==> config.mk <==
export PLATFORM = sky130hd
export DESIGN_NAME = rtc_bus_master_flat
export DESIGN_NICKNAME = d
export VERILOG_FILES = /design/src/rtl/rtc_bus_master_if.sv /design/src/rtl/rtc_bus_master.sv /design/src/flat_wrapper.sv
export SDC_FILE = /design/constraint.sdc
export NUM_CORES = 1
export LEC_CHECK = 0
export ABC_AREA = 0
export BUFFER_PORTS_ARGS = -buffer_cell sky130_fd_sc_hd__buf_2
export CAP_MARGIN = 20
export CORE_MARGIN = 10
export CORE_UTILIZATION = 45
export CTS_CLUSTER_DIAMETER = 60
export CTS_CLUSTER_SIZE = 40
export DETAILED_ROUTE_END_ITERATION = 8
export GPL_TIMING_DRIVEN = 0
export MAX_ROUTING_LAYER = met4
export PLACE_DENSITY = 0.69
export REMOVE_ABC_BUFFERS = 1
export SLEW_MARGIN = 0
export SYNTH_ARGS = -nofsm -noshare
export SYNTH_HDL_FRONTEND = slang
export SYNTH_SLANG_ARGS = --single-unit
==> constraint.sdc <==
create_clock -name clk -period 2.7 [get_ports clk]
set_input_delay 0.54 -clock clk [delete_from_list [all_inputs] [get_ports clk]]
set_output_delay 0.54 -clock clk [all_outputs]
set_load 0.02 [all_outputs]
==> src/rtl/rtc_bus_master_if.sv <==
// Request/response handshake and multiplexed RTC bus pins for rtc_bus_master.
// master: the bus-master block; slave: the requesting sequencer plus the pad/bus side.
interface rtc_bus_master_if #(
   parameter int unsigned DATA_W = 8
) ();
   logic              req_valid;
   logic              req_ready;
   logic              req_write;
   logic [DATA_W-1:0] req_addr;
   logic [DATA_W-1:0] req_wdata;
   logic              rsp_valid;
   logic [DATA_W-1:0] rsp_rdata;
   logic              busy;
   logic              cs_n;
   logic              ad_n;
   logic              rd_n;
   logic              wr_n;
   logic [DATA_W-1:0] bus_dout;
   logic              bus_oe;
   logic [DATA_W-1:0] bus_din;

   modport master (
      input  req_valid, req_write, req_addr, req_wdata, bus_din,
      output req_ready, rsp_valid, rsp_rdata, busy,
      output cs_n, ad_n, rd_n, wr_n, bus_dout, bus_oe
   );

   modport slave (
      output req_valid, req_write, req_addr, req_wdata, bus_din,
      input  req_ready, rsp_valid, rsp_rdata, busy,
      input  cs_n, ad_n, rd_n, wr_n, bus_dout, bus_oe
   );
endinterface

==> src/rtl/rtc_bus_master.sv <==
// Master for the RTC multiplexed address/data bus: address phase, gap, data phase, done.
// Optional: define RTC_BUS_SKIP_ADDR_EN to skip the address phase on a repeated address.
module rtc_bus_master #(
   parameter int unsigned DATA_W = 8,
   parameter int unsigned T_AS   = 1,
   parameter int unsigned T_AW   = 6,
   parameter int unsigned T_AH   = 2,
   parameter int unsigned T_GAP  = 10,
   parameter int unsigned T_DW   = 6,
   parameter int unsigned T_DH   = 2,
   parameter int unsigned CNT_W  = 5
) (
   input logic              clk,
   input logic              reset,
   rtc_bus_master_if.master bus
);
   localparam logic [2:0] StIdle       = 3'd0;
   localparam logic [2:0] StAddrSetup  = 3'd1;
   localparam logic [2:0] StAddrStrobe = 3'd2;
   localparam logic [2:0] StAddrHold   = 3'd3;
   localparam logic [2:0] StGap        = 3'd4;
   localparam logic [2:0] StDataStrobe = 3'd5;
   localparam logic [2:0] StDataHold   = 3'd6;
   localparam logic [2:0] StDone       = 3'd7;

   localparam logic [CNT_W-1:0] LdAs  = CNT_W'(T_AS - 1);
   localparam logic [CNT_W-1:0] LdAw  = CNT_W'(T_AW - 1);
   localparam logic [CNT_W-1:0] LdAh  = CNT_W'(T_AH - 1);
   localparam logic [CNT_W-1:0] LdGap = CNT_W'(T_GAP - 1);
   localparam logic [CNT_W-1:0] LdDw  = CNT_W'(T_DW - 1);
   localparam logic [CNT_W-1:0] LdDh  = CNT_W'(T_DH - 1);

   if (T_AS == 0 || T_AW == 0 || T_AH == 0 || T_GAP == 0 || T_DW == 0 || T_DH == 0)
   begin : g_bad_timing
      $error("rtc_bus_master: all T_* parameters must be non-zero");
   end

   if (T_AS > 2**CNT_W || T_AW > 2**CNT_W || T_AH > 2**CNT_W || T_GAP > 2**CNT_W ||
       T_DW > 2**CNT_W || T_DH > 2**CNT_W) begin : g_bad_cnt_w
      $error("rtc_bus_master: CNT_W too narrow for the T_* parameters");
   end

   logic [2:0]        state_q, state_d;
   logic [CNT_W-1:0]  cnt_q, cnt_d;
   logic              write_q, write_d;
   logic [DATA_W-1:0] addr_q, addr_d;
   logic [DATA_W-1:0] wdata_q, wdata_d;
   logic              cs_n_q, cs_n_d, ad_n_q, ad_n_d, rd_n_q, rd_n_d, wr_n_q, wr_n_d;
   logic              oe_q, oe_d;
   logic [DATA_W-1:0] dout_q, dout_d;
   logic              busy_q, rsp_valid_q;
   logic [DATA_W-1:0] rsp_rdata_q;
   logic              skip_addr;

`ifdef RTC_BUS_SKIP_ADDR_EN
   logic [DATA_W-1:0] last_addr_q;
   logic              last_valid_q;

   assign skip_addr = last_valid_q && (bus.req_addr == last_addr_q);

   always_ff @(posedge clk) begin
      if (reset) begin
         last_addr_q  <= '0;
         last_valid_q <= 1'b0;
      end else if (state_q == StDone) begin
         last_addr_q  <= addr_q;
         last_valid_q <= 1'b1;
      end
   end
`else
   assign skip_addr = 1'b0;
`endif

   always_comb begin
      state_d = state_q;
      cnt_d   = cnt_q;
      write_d = write_q;
      addr_d  = addr_q;
      wdata_d = wdata_q;
      if (state_q == StIdle) begin
         if (bus.req_valid) begin
            write_d = bus.req_write;
            addr_d  = bus.req_addr;
            wdata_d = bus.req_wdata;
            state_d = skip_addr ? StGap : StAddrSetup;
            cnt_d   = skip_addr ? LdGap : LdAs;
         end
      end else if (state_q == StDone) begin
         state_d = StIdle;
      end else if (cnt_q != '0) begin
         cnt_d = cnt_q - CNT_W'(1);
      end else begin
         case (state_q)
            StAddrSetup:  begin state_d = StAddrStrobe; cnt_d = LdAw;  end
            StAddrStrobe: begin state_d = StAddrHold;   cnt_d = LdAh;  end
            StAddrHold:   begin state_d = StGap;        cnt_d = LdGap; end
            StGap:        begin state_d = StDataStrobe; cnt_d = LdDw;  end
            StDataStrobe: begin state_d = StDataHold;   cnt_d = LdDh;  end
            StDataHold:   state_d = StDone;
            default:      state_d = StIdle;
         endcase
      end
   end

   // Pin values are decoded from the next state so the registered pins line up with the state.
   always_comb begin
      cs_n_d = 1'b1;
      ad_n_d = 1'b1;
      rd_n_d = 1'b1;
      wr_n_d = 1'b1;
      oe_d   = 1'b0;
      dout_d = '0;
      case (state_d)
         StAddrSetup, StAddrHold: begin
            ad_n_d = 1'b0;
            oe_d   = 1'b1;
            dout_d = addr_d;
         end
         StAddrStrobe: begin
            ad_n_d = 1'b0;
            cs_n_d = 1'b0;
            wr_n_d = 1'b0;
            oe_d   = 1'b1;
            dout_d = addr_d;
         end
         StGap, StDataHold: begin
            oe_d   = write_d;
            dout_d = write_d ? wdata_d : '0;
         end
         StDataStrobe: begin
            cs_n_d = 1'b0;
            wr_n_d = !write_d;
            rd_n_d = write_d;
            oe_d   = write_d;
            dout_d = write_d ? wdata_d : '0;
         end
         default: ;
      endcase
   end

   always_ff @(posedge clk) begin
      if (reset) begin
         state_q     <= StIdle;
         cnt_q       <= '0;
         write_q     <= 1'b0;
         addr_q      <= '0;
         wdata_q     <= '0;
         cs_n_q      <= 1'b1;
         ad_n_q      <= 1'b1;
         rd_n_q      <= 1'b1;
         wr_n_q      <= 1'b1;
         oe_q        <= 1'b0;
         dout_q      <= '0;
         busy_q      <= 1'b0;
         rsp_valid_q <= 1'b0;
         rsp_rdata_q <= '0;
      end else begin
         state_q     <= state_d;
         cnt_q       <= cnt_d;
         write_q     <= write_d;
         addr_q      <= addr_d;
         wdata_q     <= wdata_d;
         cs_n_q      <= cs_n_d;
         ad_n_q      <= ad_n_d;
         rd_n_q      <= rd_n_d;
         wr_n_q      <= wr_n_d;
         oe_q        <= oe_d;
         dout_q      <= dout_d;
         busy_q      <= (state_d != StIdle);
         rsp_valid_q <= (state_d == StDone);
         // Last read-strobe edge: rd_n is still low on the pins here.
         if (state_q == StDataStrobe && cnt_q == '0 && !write_q) begin
            rsp_rdata_q <= bus.bus_din;
         end
      end
   end

   assign bus.req_ready = (state_q == StIdle);
   assign bus.rsp_valid = rsp_valid_q;
   assign bus.rsp_rdata = rsp_rdata_q;
   assign bus.busy      = busy_q;
   assign bus.cs_n      = cs_n_q;
   assign bus.ad_n      = ad_n_q;
   assign bus.rd_n      = rd_n_q;
   assign bus.wr_n      = wr_n_q;
   assign bus.bus_dout  = dout_q;
   assign bus.bus_oe    = oe_q;
endmodule
==> src/flat_wrapper.sv <==
// flat-port wrapper written by rule: the top's interface ports become plain ports
module rtc_bus_master_flat 
#(
   parameter int unsigned DATA_W = 8,
   parameter int unsigned T_AS   = 1,
   parameter int unsigned T_AW   = 6,
   parameter int unsigned T_AH   = 2,
   parameter int unsigned T_GAP  = 10,
   parameter int unsigned T_DW   = 6,
   parameter int unsigned T_DH   = 2,
   parameter int unsigned CNT_W  = 5
)
  (clk, reset, bus_req_valid, bus_req_write, bus_req_addr, bus_req_wdata, bus_bus_din, bus_req_ready, bus_rsp_valid, bus_rsp_rdata, bus_busy, bus_cs_n, bus_ad_n, bus_rd_n, bus_wr_n, bus_bus_dout, bus_bus_oe);
  rtc_bus_master_if #(.DATA_W(DATA_W)) bus_i ();
  input logic clk;
  input logic reset;
  input wire logic [$bits(bus_i.req_valid)-1:0] bus_req_valid;
  input wire logic [$bits(bus_i.req_write)-1:0] bus_req_write;
  input wire logic [$bits(bus_i.req_addr)-1:0] bus_req_addr;
  input wire logic [$bits(bus_i.req_wdata)-1:0] bus_req_wdata;
  input wire logic [$bits(bus_i.bus_din)-1:0] bus_bus_din;
  output wire logic [$bits(bus_i.req_ready)-1:0] bus_req_ready;
  output wire logic [$bits(bus_i.rsp_valid)-1:0] bus_rsp_valid;
  output wire logic [$bits(bus_i.rsp_rdata)-1:0] bus_rsp_rdata;
  output wire logic [$bits(bus_i.busy)-1:0] bus_busy;
  output wire logic [$bits(bus_i.cs_n)-1:0] bus_cs_n;
  output wire logic [$bits(bus_i.ad_n)-1:0] bus_ad_n;
  output wire logic [$bits(bus_i.rd_n)-1:0] bus_rd_n;
  output wire logic [$bits(bus_i.wr_n)-1:0] bus_wr_n;
  output wire logic [$bits(bus_i.bus_dout)-1:0] bus_bus_dout;
  output wire logic [$bits(bus_i.bus_oe)-1:0] bus_bus_oe;
  assign bus_i.req_valid = bus_req_valid;
  assign bus_i.req_write = bus_req_write;
  assign bus_i.req_addr = bus_req_addr;
  assign bus_i.req_wdata = bus_req_wdata;
  assign bus_i.bus_din = bus_bus_din;
  assign bus_req_ready = bus_i.req_ready;
  assign bus_rsp_valid = bus_i.rsp_valid;
  assign bus_rsp_rdata = bus_i.rsp_rdata;
  assign bus_busy = bus_i.busy;
  assign bus_cs_n = bus_i.cs_n;
  assign bus_ad_n = bus_i.ad_n;
  assign bus_rd_n = bus_i.rd_n;
  assign bus_wr_n = bus_i.wr_n;
  assign bus_bus_dout = bus_i.bus_dout;
  assign bus_bus_oe = bus_i.bus_oe;
  rtc_bus_master #(.DATA_W(DATA_W), .T_AS(T_AS), .T_AW(T_AW), .T_AH(T_AH), .T_GAP(T_GAP), .T_DW(T_DW), .T_DH(T_DH), .CNT_W(CNT_W)) u_core (.clk(clk), .reset(reset), .bus(bus_i));
endmodule
; ---- After elaboration in Yosys (flattened, before gate mapping)
; Index checks and enable logic that the tools add are counted.
[op_classes]
add_sub_neg = 1
n_eq_ne = 16
n_mux = 22
bitwise_logic = 1
n_reduce_logical = 16
[op_table]
columns = operator, n
row1 = 8-bit two-way mux, 5
row2 = "3-bit equality test, second input constant", 8
row3 = 5-bit two-way mux, 4
row4 = 3-bit one-hot mux with 6 select lines, 1
row5 = 8-bit one-hot mux with 2 select lines, 1
row6 = 5-bit one-hot mux with 3 select lines, 1
row7 = "3-bit by 2-bit equality test with 1-bit output, second input constant", 4
row8 = 3-bit two-way mux, 4
row9 = 5-bit nonzero test, 2
row10 = 2-bit OR reduction, 4
row11 = "3-bit by 1-bit equality test with 1-bit output, second input constant", 2
row12 = 3-bit OR reduction, 2
row13 = 5-bit zero test, 1
row14 = "5-bit by 1-bit subtractor with 5-bit output, second input constant", 1
row15 = 1-bit two-way mux, 4
row16 = "2-bit inequality test, second input constant", 2
row17 = 1-bit one-hot mux with 2 select lines, 2
row18 = 3-bit zero test, 1
row19 = 3-bit AND reduction, 1
row20 = 3-bit nonzero test, 1
row21 = 1-bit logical AND, 2
row22 = 1-bit zero test, 2
row23 = 1-bit NOT, 1
[totals]
regBits = 48
input_bits = 28
output_inout_bits = 24

; ---- Depth between registers and ports, before layout
; Gate-level depths: netlist (run 1).
[depth]
ltp_word = 8
ltp_mapped = 7

; ---- Worst setup path after synthesis (run 1)
; OpenSTA, ideal clock, no wires.
[synth_timing]
path_type = reg-to-reg
from = reg u_core.cnt_q[0]
to = reg u_core.rsp_rdata_q[0], in the netlist u_core.bus.rsp_rdata[0]
setup_time_ns = 0.128
arrival_time_ns = 1.943
required_ns = 2.572
slack_ns = 0.630
stages_incl_launch_ff = 8
n_path_buf = 1
path_cell_list = dfxtp_1 > inv_1 > ha_1 > or4b_4 > buf_6 > nor4_4 > mux2i_1 > nor2_1
[synth_via]
elab_chain_len = 3
[synth_lines]
columns = item, line_no
row1 = start: declaration, rtc_bus_master.sv:44  ; logic [CNT_W-1:0] cnt_q, cnt_d;
row2 = start signal: assignment, rtc_bus_master.sv:159  ; cnt_q <= cnt_d;
row3 = 5-bit zero test, rtc_bus_master.sv:172  ; if (state_q == StDataStrobe && cnt_q == '0 && !write_q) begin
row4 = 1-bit logical AND (2 in a row), rtc_bus_master.sv:172
row5 = end signal: assignment, rtc_bus_master.sv:173  ; rsp_rdata_q <= bus.bus_din;
row6 = end: declaration, rtc_bus_master.sv:52  ; logic [DATA_W-1:0] rsp_rdata_q;
; Every way passes these cells.
; A chain may end at the register's enable or synchronous reset.

; ---- Worst setup path after layout (run 1)
[layout_timing]
from = reg u_core.state_q[1]
to = reg u_core.oe_q, in the netlist u_core.bus.bus_oe
[layout_via]
elab_chain_len = 8
[layout_lines]
columns = item, line_no
row1 = start: declaration, rtc_bus_master.sv:43  ; logic [2:0] state_q, state_d;
row2 = start signal: assignment, rtc_bus_master.sv:143  ; state_q <= StIdle;
row3 = start signal: assignment, rtc_bus_master.sv:158  ; state_q <= state_d;
row4 = 3-bit equality test (tied with other cells), rtc_bus_master.sv:93  ; case (state_q)
row5 = 3-bit one-hot mux with 6 select lines, rtc_bus_master.sv:93
row6 = 3-bit two-way mux, rtc_bus_master.sv:90  ; end else if (cnt_q != '0) begin
row7 = 3-bit two-way mux, rtc_bus_master.sv:88  ; end else if (state_q == StDone) begin
row8 = 3-bit two-way mux, rtc_bus_master.sv:80  ; if (state_q == StIdle) begin
row9 = 3-bit equality test (tied with other cells), rtc_bus_master.sv:113  ; case (state_d)
row10 = 3-bit OR reduction (no source line), --
row11 = 1-bit one-hot mux with 2 select lines *, rtc_bus_master.sv:113
row12 = end signal: assignment, rtc_bus_master.sv:152  ; oe_q <= 1'b0;
row13 = end signal: assignment, rtc_bus_master.sv:167  ; oe_q <= oe_d;
row14 = end: declaration, rtc_bus_master.sv:49  ; logic oe_q, oe_d;
; Mark *: on every way between the ends. The rest lies on a longest branch, timed or not.

==> results of run 1 <==
## logic make-up after synthesis
kind of cell / Yosys count
adder cells (fa/ha/maj): 2
AO/OA/AOI/OAI: 48
XOR/XNOR: 4
buffers and inverters: 21
multiplexers: 25
AND/OR/NAND/NOR: 72
flip-flops: 48
## Yosys cell counts
cell       count
nand2b_1       2
a311oi_1       1
nor3_1         6
xnor2_1        3
a31oi_1        2
o22ai_1        2
buf_1          1
a211o_2        1
o21a_1         8
nand2_1        7
a31o_2         1
mux2i_1       25
a311o_1        1
o21ai_0        8
nor2b_1        1
or4_1          2
or3_2          1
a211oi_1      11
nor4b_1        2
a21oi_1        9
buf_2          3
buf_6          1
dfxtp_1       48
clkbuf_1      12
nor2_1        41
or3_1          1
a2111oi_0      2
or2_2          2
nand4b_1       1
xor2_1         1
nor4_4         1
o31ai_1        1
or4b_4         1
ha_1           2
nor4_1         3
and4b_1        1
a22oi_1        1
inv_1          4
## metal layers
metal | global-route usage | vias up | wire length, µm
met5 | - | - | 0
met4 | 0.0493 | 0 | 74
met3 | 0.0346 | 9 | 196
met2 | 0.206 | 41 | 2330
met1 | 0.153 | 803 | 2090
li1 | - | 865 | -
## where the power goes
group | switching [µW] | total (µW) | leakage [µW] | internal [µW]
Sequential | 149 | 1010 | 0.000392 | 859
Combinational | 667 | 1150 | 0.000560 | 479
Clock | 232 | 417 | 0.0000424 | 185
## sequential cells by signal, summed over array words and instances (netlist names)
name and count:
u_core.wdata_q 8, u_core.addr_q 8, u_core.bus.ad_n 1, u_core.cnt_q 5, u_core.bus.bus_dout 8, u_core.write_q 1, u_core.state_q 3, u_core.bus.cs_n 1
u_core.bus.busy 1, u_core.bus.rsp_valid 1, u_core.bus.rsp_rdata 8, u_core.bus.wr_n 1, u_core.bus.rd_n 1, u_core.bus.bus_oe 1
## area by class of cell
type | count | area [µm²]
fillers | 434 | 1960
multi-input cells | 151 | 1010
flip-flops and latches | 48 | 961
repair buffers | 55 | 285
clock buffers | 7 | 76.3
well taps | 52 | 65.1
inverters | 4 | 15.0
clock inverters | 1 | 8.76
## stage by stage
step	utilization	hold slack (ps)	setup TNS, ps	std cells
finish	0.552	470	0	318
global route	0.552	493	0	318
global placement	0.522	467	-80450	306
floorplan	-	455	-41270	203
detailed placement	0.532	479	0	310
CTS	0.551	464	0	318
## worst max-delay path, stage by stage (launching register included)
cell	delay [ps]
dfxtp_1	570
nor4b_2	590
buf_4	270
mux2i_2	590
a31o_2	250
a211oi_1	60
## worst min path at each step
stage	startpoint	cells past startpoint	endpoint	slack, ps
after CTS	bus_bus_din[2]	3	u_core.bus.rsp_rdata[2]	460
after global routing	bus_bus_din[3]	3	u_core.bus.rsp_rdata[3]	490
final	bus_bus_din[7]	3	u_core.bus.rsp_rdata[7]	470
after detailed placement	u_core.addr_q[3]	2	u_core.addr_q[3]	480
after global placement	u_core.bus.rsp_rdata[5]	2	u_core.bus.rsp_rdata[5]	470
after floorplan	u_core.wdata_q[0]	2	u_core.wdata_q[0]	460
==> out/qor_table.md, run 1 <==
| Group | Result | Reported |
|---|---|---|
| sta | Post-layout min period | 2490 ps |
| layout | Share of layout cells above drive strength 1 | 0.267 |
| synth | Synth cell types | 38 |
| cts | CTS tree | done |
| layout | Most used cells in the layout excluding fill and tap cells | buf_2 (51), dfxtp_1 (48), nor2_1 (41) |
| power and ir drop | Peak supply drop | 0.459 mV |
| cts | CTS Buf Count | 5 |
| sta | Worst Slack Setup Final | 215 ps |
| worst setup path | Max Fanout on Critical Path | 23 |
| drt | Violation count after the first detailed-route iteration | 144 |
| die | Die X | 87.4 µm |
| synth | Warnings, synthesis | 0 |
| run status | Result of the run | complete, no violations |
| sta | Clk_skew | 3.51 ps |
| die | Initial core utilization | 0.466 |
| synth | Proportion of synthesized area in mux cells | 0.122 |
| synth | Compound-Gate Fraction of Synth Area | 0.158 |
| run | Max-cap violations | 0 |
| cts | Setup fix buffers added after clock tree synthesis | 0 |
| placement | Half-perimeter wire length after placement | 3.32 mm |
| synth | Adder and majority gate portion of the synthesized area | 0.0122 |
| power and ir drop | Power consumption | 2570 µW |
| sta | Final setup viols | 0 |
| sta | Rel. slew slack | 0.321 |
| worst setup path | Kind of critical path | reg -> reg |
| synth | Average footprint of a synthesized cell | 9.29 µm² |
| placement | Number of buffer cells added on primary ports | 51 |
| worst setup path | Nature of the critical path endpoint | flip-flop |
| worst setup path | R2r startpoint | u_core.state_q[1] |
| placement | Placed inst area | 2330 µm² |
| cts | Maximum level of the CTS H-tree | 2 |
| worst setup path | Data required, critical path | 2850 ps |
| synth | Simple logic cell fraction of the synthesized area | 0.176 |
| worst setup path | Depth of the most critical reg-to-reg path | 5 |
| synth | Synthesized area | 2040 µm² |
| synth | Combinational family with the most area after synthesis | simple AND/OR/NAND/NOR gates |
| worst hold path | Path class of the lowest-slack min-delay path | in -> reg |
| synth | Dominant cell type by area after synthesis | dfxtp_1 |
| synth | Post-synthesis register bit count | 48 |
| die | Die ar. | 7640 µm² |
| global route | Wire length of the first global-routing pass | 7.91 mm |
| global route | Initial antenna violation count | 0 |
| global route | Global Route Usage Sum | 0.130 |
| die | Std cell rows | 24 |
| cts | Clk pin slew, worst setup/hold paths | 80 ps |
| power and ir drop | Leakage power total | 0.000995 µW |
| sta | Worst-margin pin slew | 1010 ps |
| cts | Clock tree buffer depth | 2 |
| worst setup path | Setup crit start | u_core.state_q[1] |
| drt | Per-cell routed wire length | 14.8 µm |
| global route | Largest net degree at the start of global routing | 42 |
| layout | Relative area change from synthesis to final layout | 18.4% |
| global route | Number of global-route vias before repair | 1691 |
| worst setup path | Worst reg2reg endpoint | u_core.bus.bus_oe |
| sta | Maximum clock rate | 402 MHz |
| worst setup path | Crit path arrival time | 2630 ps |
| sta | Number of pins with negative max-slew slack in the final report | 0 |
| cts | PostCTS Resize Cnt | 0 |
| worst setup path | Critical Path Source Type | flip-flop |
| drt | DRC | 0 |
| drt | Number of vias per cell after detailed routing | 5.40 |
| synth | Top area cells in the synthesized netlist | dfxtp_1 (47%), mux2i_1 (12%), nor2_1 (7.5%) |
| drt | Number of iterations in the first detailed-routing pass | 4 |
| synth | Area share of the largest cell type after synthesis | 0.470 |
| sta | Unrepaired setup endpoints after global routing | false |
| global route | Grt ovf | 0 |
| synth | Cell count after synthesis | 220 |
| power and ir drop | Power per unit of standard cell area | 1060 nW/µm² |
| drt | Total Wirelength | 4.70 mm |
| drt | Routed vias | 1718 |
| die | Io pins | 52 |
| cts | CTS Sinks | 48 |
| synth | Xor-xnor portion of the synthesized cell area | 0.0171 |
| sta | Hold Fails Final Rpt | 0 |
| die | Die boundary height | 87.4 µm |
| cts | Post-CTS Hold Fix Bufs | 0 |
| worst setup path | Reg2Reg Setup Slack | 210 ps |
| layout | Number of inserted diodes | 0 |
| placement | Pre-CTS worst setup slack | 38.6 ps |
| layout | Final design area excluding fillers | 2420 µm² |
| placement | Routability-driven placement congestion ratio | 0.800 |
| cts | CTS root buf | clkbuf_8 |
| worst setup path | Critical Path Sink | u_core.bus.bus_oe |
| layout | Final layout net count | 295 |
| synth | Fraction of the yosys area taken by sequential cells | 0.470 |
| drt | Antenna Violating Nets Remaining | 0 |
| cts | Clock latency at the later pin of the worst-skew pair | 300 ps |
| die | Core box area | 4380 µm² |
| sta | Period utilisation layout | 0.921 |
| layout | Most frequent standard cell in the layout excluding fill and tap cells | buf_2 |
No activity file was read; power rests on OpenSTA's default activity.
==> run 2, diff against run 1 <==
--- a/config.mk
+++ b/config.mk
@@ -9,6 +9,8 @@
 export BUFFER_PORTS_ARGS = -buffer_cell sky130_fd_sc_hd__buf_2
 export CAP_MARGIN = 20
+export CELL_PAD_IN_SITES_DETAIL_PLACEMENT = 1
+export CELL_PAD_IN_SITES_GLOBAL_PLACEMENT = 1
 export CORE_MARGIN = 10
-export CORE_UTILIZATION = 45
+export CORE_UTILIZATION = 25
 export CTS_CLUSTER_DIAMETER = 60
 export CTS_CLUSTER_SIZE = 40
@@ -16,5 +18,5 @@
 export GPL_TIMING_DRIVEN = 0
 export MAX_ROUTING_LAYER = met4
-export PLACE_DENSITY = 0.69
+export PLACE_DENSITY_LB_ADDON = 0.1
 export REMOVE_ABC_BUFFERS = 1
 export SLEW_MARGIN = 0
==> constraint.sdc (replaced) <==
create_clock -name clk -period 2.7 [get_ports clk]
set_input_delay 0.405 -clock clk [delete_from_list [all_inputs] [get_ports clk]]
set_output_delay 0.405 -clock clk [all_outputs]
set_load 0.02 [all_outputs]
==> out/qor_table.md, run 2 (synthesis results as in run 1) <==
| Group | Result | Reported | vs previous |
|---|---|---|---|
| sta | Final setup viols | 0 | unchanged |
| sta | Worst Slack Setup Final | 278 ps | +63.6 ps |
| layout | Final layout net count | 296 | +0.34% |
| die | Std cell rows | 32 | +33% |
| run status | Result of the run | complete, no violations |  |
| layout | Most frequent standard cell in the layout excluding fill and tap cells | buf_2 |  |
| global route | Initial antenna violation count | 0 | unchanged |
| drt | Total Wirelength | 5.60 mm | +19% |
| drt | Number of vias per cell after detailed routing | 4.73 | -12% |
| global route | Fraction of met2 tracks used by global routing | 0.140 | -0.0656 |
| sta | Unrepaired setup endpoints after global routing | false |  |
| power and ir drop | Psw | 1090 µW | +4.3% |
| worst setup path | Reg2Reg Setup Slack | 280 ps | +60 ps |
| global route | Met3 routing resource usage after global routing | 0.0254 | -0.00925 |
| drt | Number of iterations in the first detailed-routing pass | 4 | unchanged |
| power and ir drop | Switching portion of total power | 0.417 | +0.00974 |
| sta | Post-layout min period | 2420 ps | -63.6 ps |
| worst hold path | Path class of the lowest-slack min-delay path | in -> reg |  |
| drt | Per-cell routed wire length | 15.2 µm | +3.1% |
| power and ir drop | Portion of total power attributed to combinational logic | 0.452 | +0.006 |
| placement | Pre-CTS worst setup slack | -170 ps | -209 ps |
| worst setup path | Nature of the critical path endpoint | flip-flop |  |
| cts | Clk pin slew, worst setup/hold paths | 90 ps | about the same |
| power and ir drop | Peak supply drop | 0.271 mV | -41% |
| placement | Number of buffer cells added on primary ports | 51 | unchanged |
| placement | Routability-driven placement congestion ratio | 0.748 | -6.4% |
| cts | CTS root buf | clkbuf_8 |  |
| power and ir drop | Power per unit of standard cell area | 1050 nW/µm² | -1.2% |
| power and ir drop | Leakage power total | 0.00100 µW | +0.79% |
| drt | DRC | 0 | unchanged |
| die | Die boundary height | 110 µm | +26% |
| sta | Period utilisation layout | 0.897 | -0.0236 |
| global route | Layer carrying the most global-route usage | met2 |  |
| cts | Clock tree buffer depth | 2 | unchanged |
| global route | Wire length of the first global-routing pass | 9.43 mm | +19% |
| worst setup path | Crit path arrival time | 2620 ps | about the same |
| power and ir drop | Clock power share | 0.160 | -0.002 |
| global route | Met1 routing resource usage after global routing | 0.119 | -0.0342 |
| cts | CTS Sinks | 48 | unchanged |
| die | Core box area | 7850 µm² | +79% |
| layout | Share of layout cells above drive strength 1 | 0.274 | +0.00752 |
| drt | Violation count after the first detailed-route iteration | 45 | -69% |
| cts | Clock latency at the later pin of the worst-skew pair | 300 ps | about the same |
| worst setup path | Critical Path Source Type | flip-flop |  |
| power and ir drop | Power consumption | 2620 µW | +1.8% |
| worst setup path | Kind of critical path | reg -> reg |  |
| cts | Maximum level of the CTS H-tree | 2 | unchanged |
| die | Initial core utilization | 0.261 | -0.206 |
| sta | Number of pins with negative max-slew slack in the final report | 0 | unchanged |
| global route | Global Route Usage Sum | 0.0931 | -0.0368 |
| global route | Largest net degree at the start of global routing | 42 | unchanged |
| layout | Most used cells in the layout excluding fill and tap cells | buf_2 (51), dfxtp_1 (48), nor2_1 (41) |  |
| layout | Number of inserted diodes | 0 | unchanged |
| die | Die X | 110 µm | +26% |
| die | Die ar. | 12200 µm² | +60% |
| drt | Routed vias | 1740 | +1.3% |
| power and ir drop | Seq pwr share | 0.388 | -0.004 |
| cts | CTS tree | done |  |
| layout | Relative area change from synthesis to final layout | 22.1% |  |
| global route | Grt ovf | 0 | unchanged |
| placement | Half-perimeter wire length after placement | 4.09 mm | +23% |
| sta | Rel. slew slack | 0.385 | +0.0636 |
| run | Max-cap violations | 0 | unchanged |
| sta | Clk_skew | 5.74 ps | +2.23 ps |
| cts | CTS Buf Count | 5 | unchanged |
| power and ir drop | Design internal power | 1530 µW | +0.15% |
| sta | Maximum clock rate | 413 MHz | +2.6% |
| worst hold path | Number of cells on the worst hold path | 3 | unchanged |
| sta | Hold Fails Final Rpt | 0 | unchanged |
| worst setup path | Depth of the most critical reg-to-reg path | 6 | +1 |
| sta | Worst-margin pin slew | 915 ps | -94.7 ps |
| sta | Sum of negative setup slack | 0 ps | unchanged |
| global route | Number of global-route vias before repair | 1864 | +10% |
| worst setup path | Max Fanout on Critical Path | 12 | -48% |
| worst setup path | Data required, critical path | 2890 ps | +40 ps |
| cts | Post-CTS Hold Fix Bufs | 0 | unchanged |
| die | Io pins | 52 | unchanged |
| drt | Antenna Violating Nets Remaining | 0 | unchanged |
## run 2: worst max-delay path: stages (launching register included)
cell	delay, ps
dfxtp_1	340
inv_1	120
ha_1	180
or4b_4	580
a31oi_1	690
a211oi_1	180
o21a_1	220
## run 2: final timing paths
kind	from	to
worst max-delay path	u_core.cnt_q[0]	u_core.bus.bus_dout[1]
worst min-delay path	bus_bus_din[6]	u_core.bus.rsp_rdata[6]
worst min register to register	u_core.wdata_q[7]	u_core.wdata_q[7]
worst max register to register	u_core.cnt_q[0]	u_core.bus.bus_dout[1]
## run 2: layout make-up
| class | instances | area, µm² |
|---|---|---|
| clock buffers | 5 | 68.8 |
| repair buffers | 56 | 293 |
| fillers | 957 | 5350 |
| flip-flops and latches | 48 | 961 |
| clock inverters | 2 | 12.5 |
| multi-input cells | 151 | 1020 |
| inverters | 4 | 15.0 |
| well taps | 102 | 128 |
## run 2: stage by stage
stage                     hold WS (ps)  std cells  utilization  area [µm²]
final                              336        368        0.318        2500
after global placement             468        356        0.300        2350
after CTS                          328        367        0.316        2480
after global routing               345        368        0.318        2500
after floorplan                    455        203            -        1970
after detailed placement           484        360        0.305        2390
## run 2: layer usage
layer | part of all wire | routed length [µm]
met1 | 0.50 | 2780
met3 | 0.036 | 202
met4 | 0.0071 | 40
met5 | 0 | 0
met2 | 0.46 | 2590
## run 2: repair_timing
action,in CTS,in global routing
gates resized for setup,1,1
gates cloned,0,0
setup buffers,0,0
setup endpoints to repair,11,11
## run 2: power groups by stage
stage / registers [µW] / logic [µW] / clock network, µW
final: 1020 / 1180 / 418
after global routing: 1040 / 1350 / 465
after CTS: 1010 / 1200 / 440
after detailed placement: 1030 / 1200 / 0
after global placement: 1030 / 1220 / 0
after floorplan: 1050 / 774 / 0
==> run 3, diff against run 2 <==
clock period = 2.3 ns   (was 2.7 ns; I/O delays follow)
==> out/qor_table.md, run 3 (synthesis results as in run 1) <==
| Group | Result | Reported | vs previous |
|---|---|---|---|
| placement | Routability-driven placement congestion ratio | 0.748 | unchanged |
| drt | Antenna Violating Nets Remaining | 0 | unchanged |
| layout | Most frequent standard cell in the layout excluding fill and tap cells | buf_2 |  |
| cts | CTS Sinks | 48 | unchanged |
| power and ir drop | Leakage power total | 0.00105 µW | +4.5% |
| drt | Number of vias per cell after detailed routing | 4.71 | -0.42% |
| layout | Share of layout cells above drive strength 1 | 0.305 | +0.0307 |
| worst hold path | Min-delay src | bus_bus_din[6] |  |
| placement | Half-perimeter wire length after placement | 4.09 mm | unchanged |
| run | Max-cap violations | 0 | unchanged |
| sta | Period utilisation layout | 0.929 | +0.0319 |
| sta | Hold Fails Final Rpt | 0 | unchanged |
| cts | CTS tree | done |  |
| die | Core box area | 7850 µm² | unchanged |
| sta | Unrepaired setup endpoints after global routing | false |  |
| die | Std cell rows | 32 | unchanged |
| worst setup path | Kind of critical path | reg -> reg |  |
| cts | Clk pin slew, worst setup/hold paths | 90 ps | about the same |
| sta | Number of pins with negative max-slew slack in the final report | 0 | unchanged |
| power and ir drop | Design internal power | 1900 µW | +24% |
| worst setup path | Nature of the critical path endpoint | flip-flop |  |
| worst setup path | Worst reg2reg endpoint | u_core.bus.bus_dout[1] |  |
| cts | CTS Buf Count | 5 | unchanged |
| worst setup path | Max Fanout on Critical Path | 12 | unchanged |
| die | Die X | 110 µm | unchanged |
| run status | Result of the run | complete, no violations |  |
| sta | Post-layout min period | 2140 ps | -285 ps |
| cts | Clock latency at the later pin of the worst-skew pair | 290 ps | about the same |
| drt | Total Wirelength | 5.67 mm | +1.2% |
| sta | Rel. slew slack | 0.443 | +0.0575 |
| power and ir drop | Power per unit of standard cell area | 1250 nW/µm² | +19% |
| power and ir drop | Switching portion of total power | 0.415 | -0.00250 |
| power and ir drop | Peak supply drop | 0.353 mV | +30% |
| layout | Number of inserted diodes | 0 | unchanged |
| worst hold path | Path class of the lowest-slack min-delay path | in -> reg |  |
| sta | Maximum clock rate | 468 MHz | +13% |
| cts | CTS root buf | clkbuf_8 |  |
| power and ir drop | Psw | 1340 µW | +23% |
| worst setup path | Reg2Reg Setup Slack | 160 ps | -110 ps |
| layout | Most used cells in the layout excluding fill and tap cells | buf_2 (51), dfxtp_1 (48), nor2_1 (41) |  |
| worst setup path | Critical Path Source Type | flip-flop |  |
| global route | Grt ovf | 0 | unchanged |
| layout | Final layout net count | 302 | +2.0% |
| layout | Number of filler instances in the final layout | 948 | -0.94% |
| layout | Relative area change from synthesis to final layout | 26.7% |  |
| drt | Violation count after the first detailed-route iteration | 36 | -20% |
| drt | DRC | 0 | unchanged |
| power and ir drop | Portion of total power attributed to combinational logic | 0.478 | +0.026 |
| drt | Number of iterations in the first detailed-routing pass | 4 | unchanged |
| cts | Maximum level of the CTS H-tree | 2 | unchanged |
| layout | Utilization after layout | 0.330 | +0.0121 |
| global route | Number of global-route vias before repair | 1861 | -0.16% |
| layout | Final design area excluding fillers | 2590 µm² | +3.8% |
| sta | Worst-margin pin slew | 835 ps | -80.4 ps |
| sta | Clk_skew | 3.35 ps | -2.39 ps |
| global route | Wire length of the first global-routing pass | 9.47 mm | +0.51% |
| worst setup path | Depth of the most critical reg-to-reg path | 6 | unchanged |
| sta | Final setup viols | 0 | unchanged |
| die | Die boundary height | 110 µm | unchanged |
| die | Die ar. | 12200 µm² | unchanged |
| worst setup path | Data required, critical path | 2540 ps | -350 ps |
| power and ir drop | Clock power share | 0.151 | -0.009 |
| power and ir drop | Seq pwr share | 0.371 | -0.017 |
| die | Initial core utilization | 0.261 | unchanged |
| cts | Post-CTS Hold Fix Bufs | 0 | unchanged |
| global route | Largest net degree at the start of global routing | 42 | unchanged |
| placement | Number of buffer cells added on primary ports | 51 | unchanged |
| worst setup path | R2r startpoint | u_core.cnt_q[0] |  |
| global route | Initial antenna violation count | 0 | unchanged |
| drt | Routed vias | 1761 | +1.2% |
| global route | Global Route Usage Sum | 0.0934 | +0.000239 |
| worst setup path | Crit path arrival time | 2380 ps | -240 ps |
| die | Io pins | 52 | unchanged |
| drt | Per-cell routed wire length | 15.2 µm | -0.41% |
| worst hold path | Hold Crit Endpoint | u_core.bus.rsp_rdata[6] |  |
| sta | Hold slack final | 279 ps | -57.8 ps |
| cts | Clock tree buffer depth | 2 | unchanged |
| placement | Placed inst area | 2390 µm² | unchanged |
| worst hold path | Number of cells on the worst hold path | 3 | unchanged |
## run 3: cell count changes in the layout (fill, tap and decap cells not counted), sizes merged
cell / before / now
clkbuf: 6 / 5
buf: 55 / 62
## run 3: cell type report
cell class / count / area [µm²] / area share
Clock buffer: 5 / 68.8 / 0.0266
Clock inverter: 2 / 12.5 / 0.00483
Inverter: 4 / 15.0 / 0.00579
Multi-Input combinational cell: 151 / 1070 / 0.412
Sequential cell: 48 / 961 / 0.371
Tap cell: 102 / 128 / 0.0493
Timing Repair Buffer: 62 / 338 / 0.130
## run 3: per-layer routing
| layer | up-vias | share of wire | GRT usage |
|---|---|---|---|
| met5 | - | 0 | - |
| met4 | 0 | 0.0051 | 0.0259 |
| met3 | 2 | 0.026 | 0.0238 |
| met2 | 32 | 0.47 | 0.140 |
| met1 | 849 | 0.50 | 0.120 |
| li1 | 878 | - | - |
## run 3: how the worst max path moves through the flow
stage	startpoint	end	slack, ps
floorplan	u_core.state_q[1]	u_core.bus.bus_oe	-2450
global placement	u_core.state_q[1]	u_core.bus.bus_oe	-4650
finish	u_core.cnt_q[0]	u_core.bus.bus_dout[1]	160
CTS	u_core.cnt_q[0]	u_core.bus.bus_dout[1]	-50
detailed placement	u_core.state_q[1]	u_core.bus.bus_oe	-570
global route	u_core.cnt_q[0]	u_core.bus.bus_dout[1]	0.9
## run 3: power groups by stage
stage,Clock [µW],Sequential [µW],Combinational [µW]
floorplan,0,1240,909
global placement,0,1190,1330
detailed placement,0,1210,1400
CTS,517,1200,1450
global route,546,1240,1740
finish,489,1200,1550
## run 3: critical path, stage by stage (launching register included)
cell,delay (ps)
dfxtp_1,340
inv_1,120
ha_1,190
or4b_4,590
or3_4,440
a211oi_1,240
o21a_1,170
## run 3: per-stage QoR
step | instances | setup slack [ps] | total power [µW] | setup TNS, ps
after detailed placement | 360 | -570 | 2610 | -6220
after global placement | 356 | -4650 | 2520 | -112160
after floorplan | 203 | -2450 | 2140 | -52870
final | 374 | 164 | 3240 | 0
after CTS | 367 | -48.1 | 3160 | -333
after global routing | 374 | 0.936 | 3520 | 0
## run 3: what timing repair did
action / 4_1_cts / 5_1_grt
endpoints found under the setup margin: 20 / 22
pin swaps: 1 / 3
gates resized for setup: 7 / 3
endpoints found under the hold margin: 0 / 0
setup buffers: 0 / 7
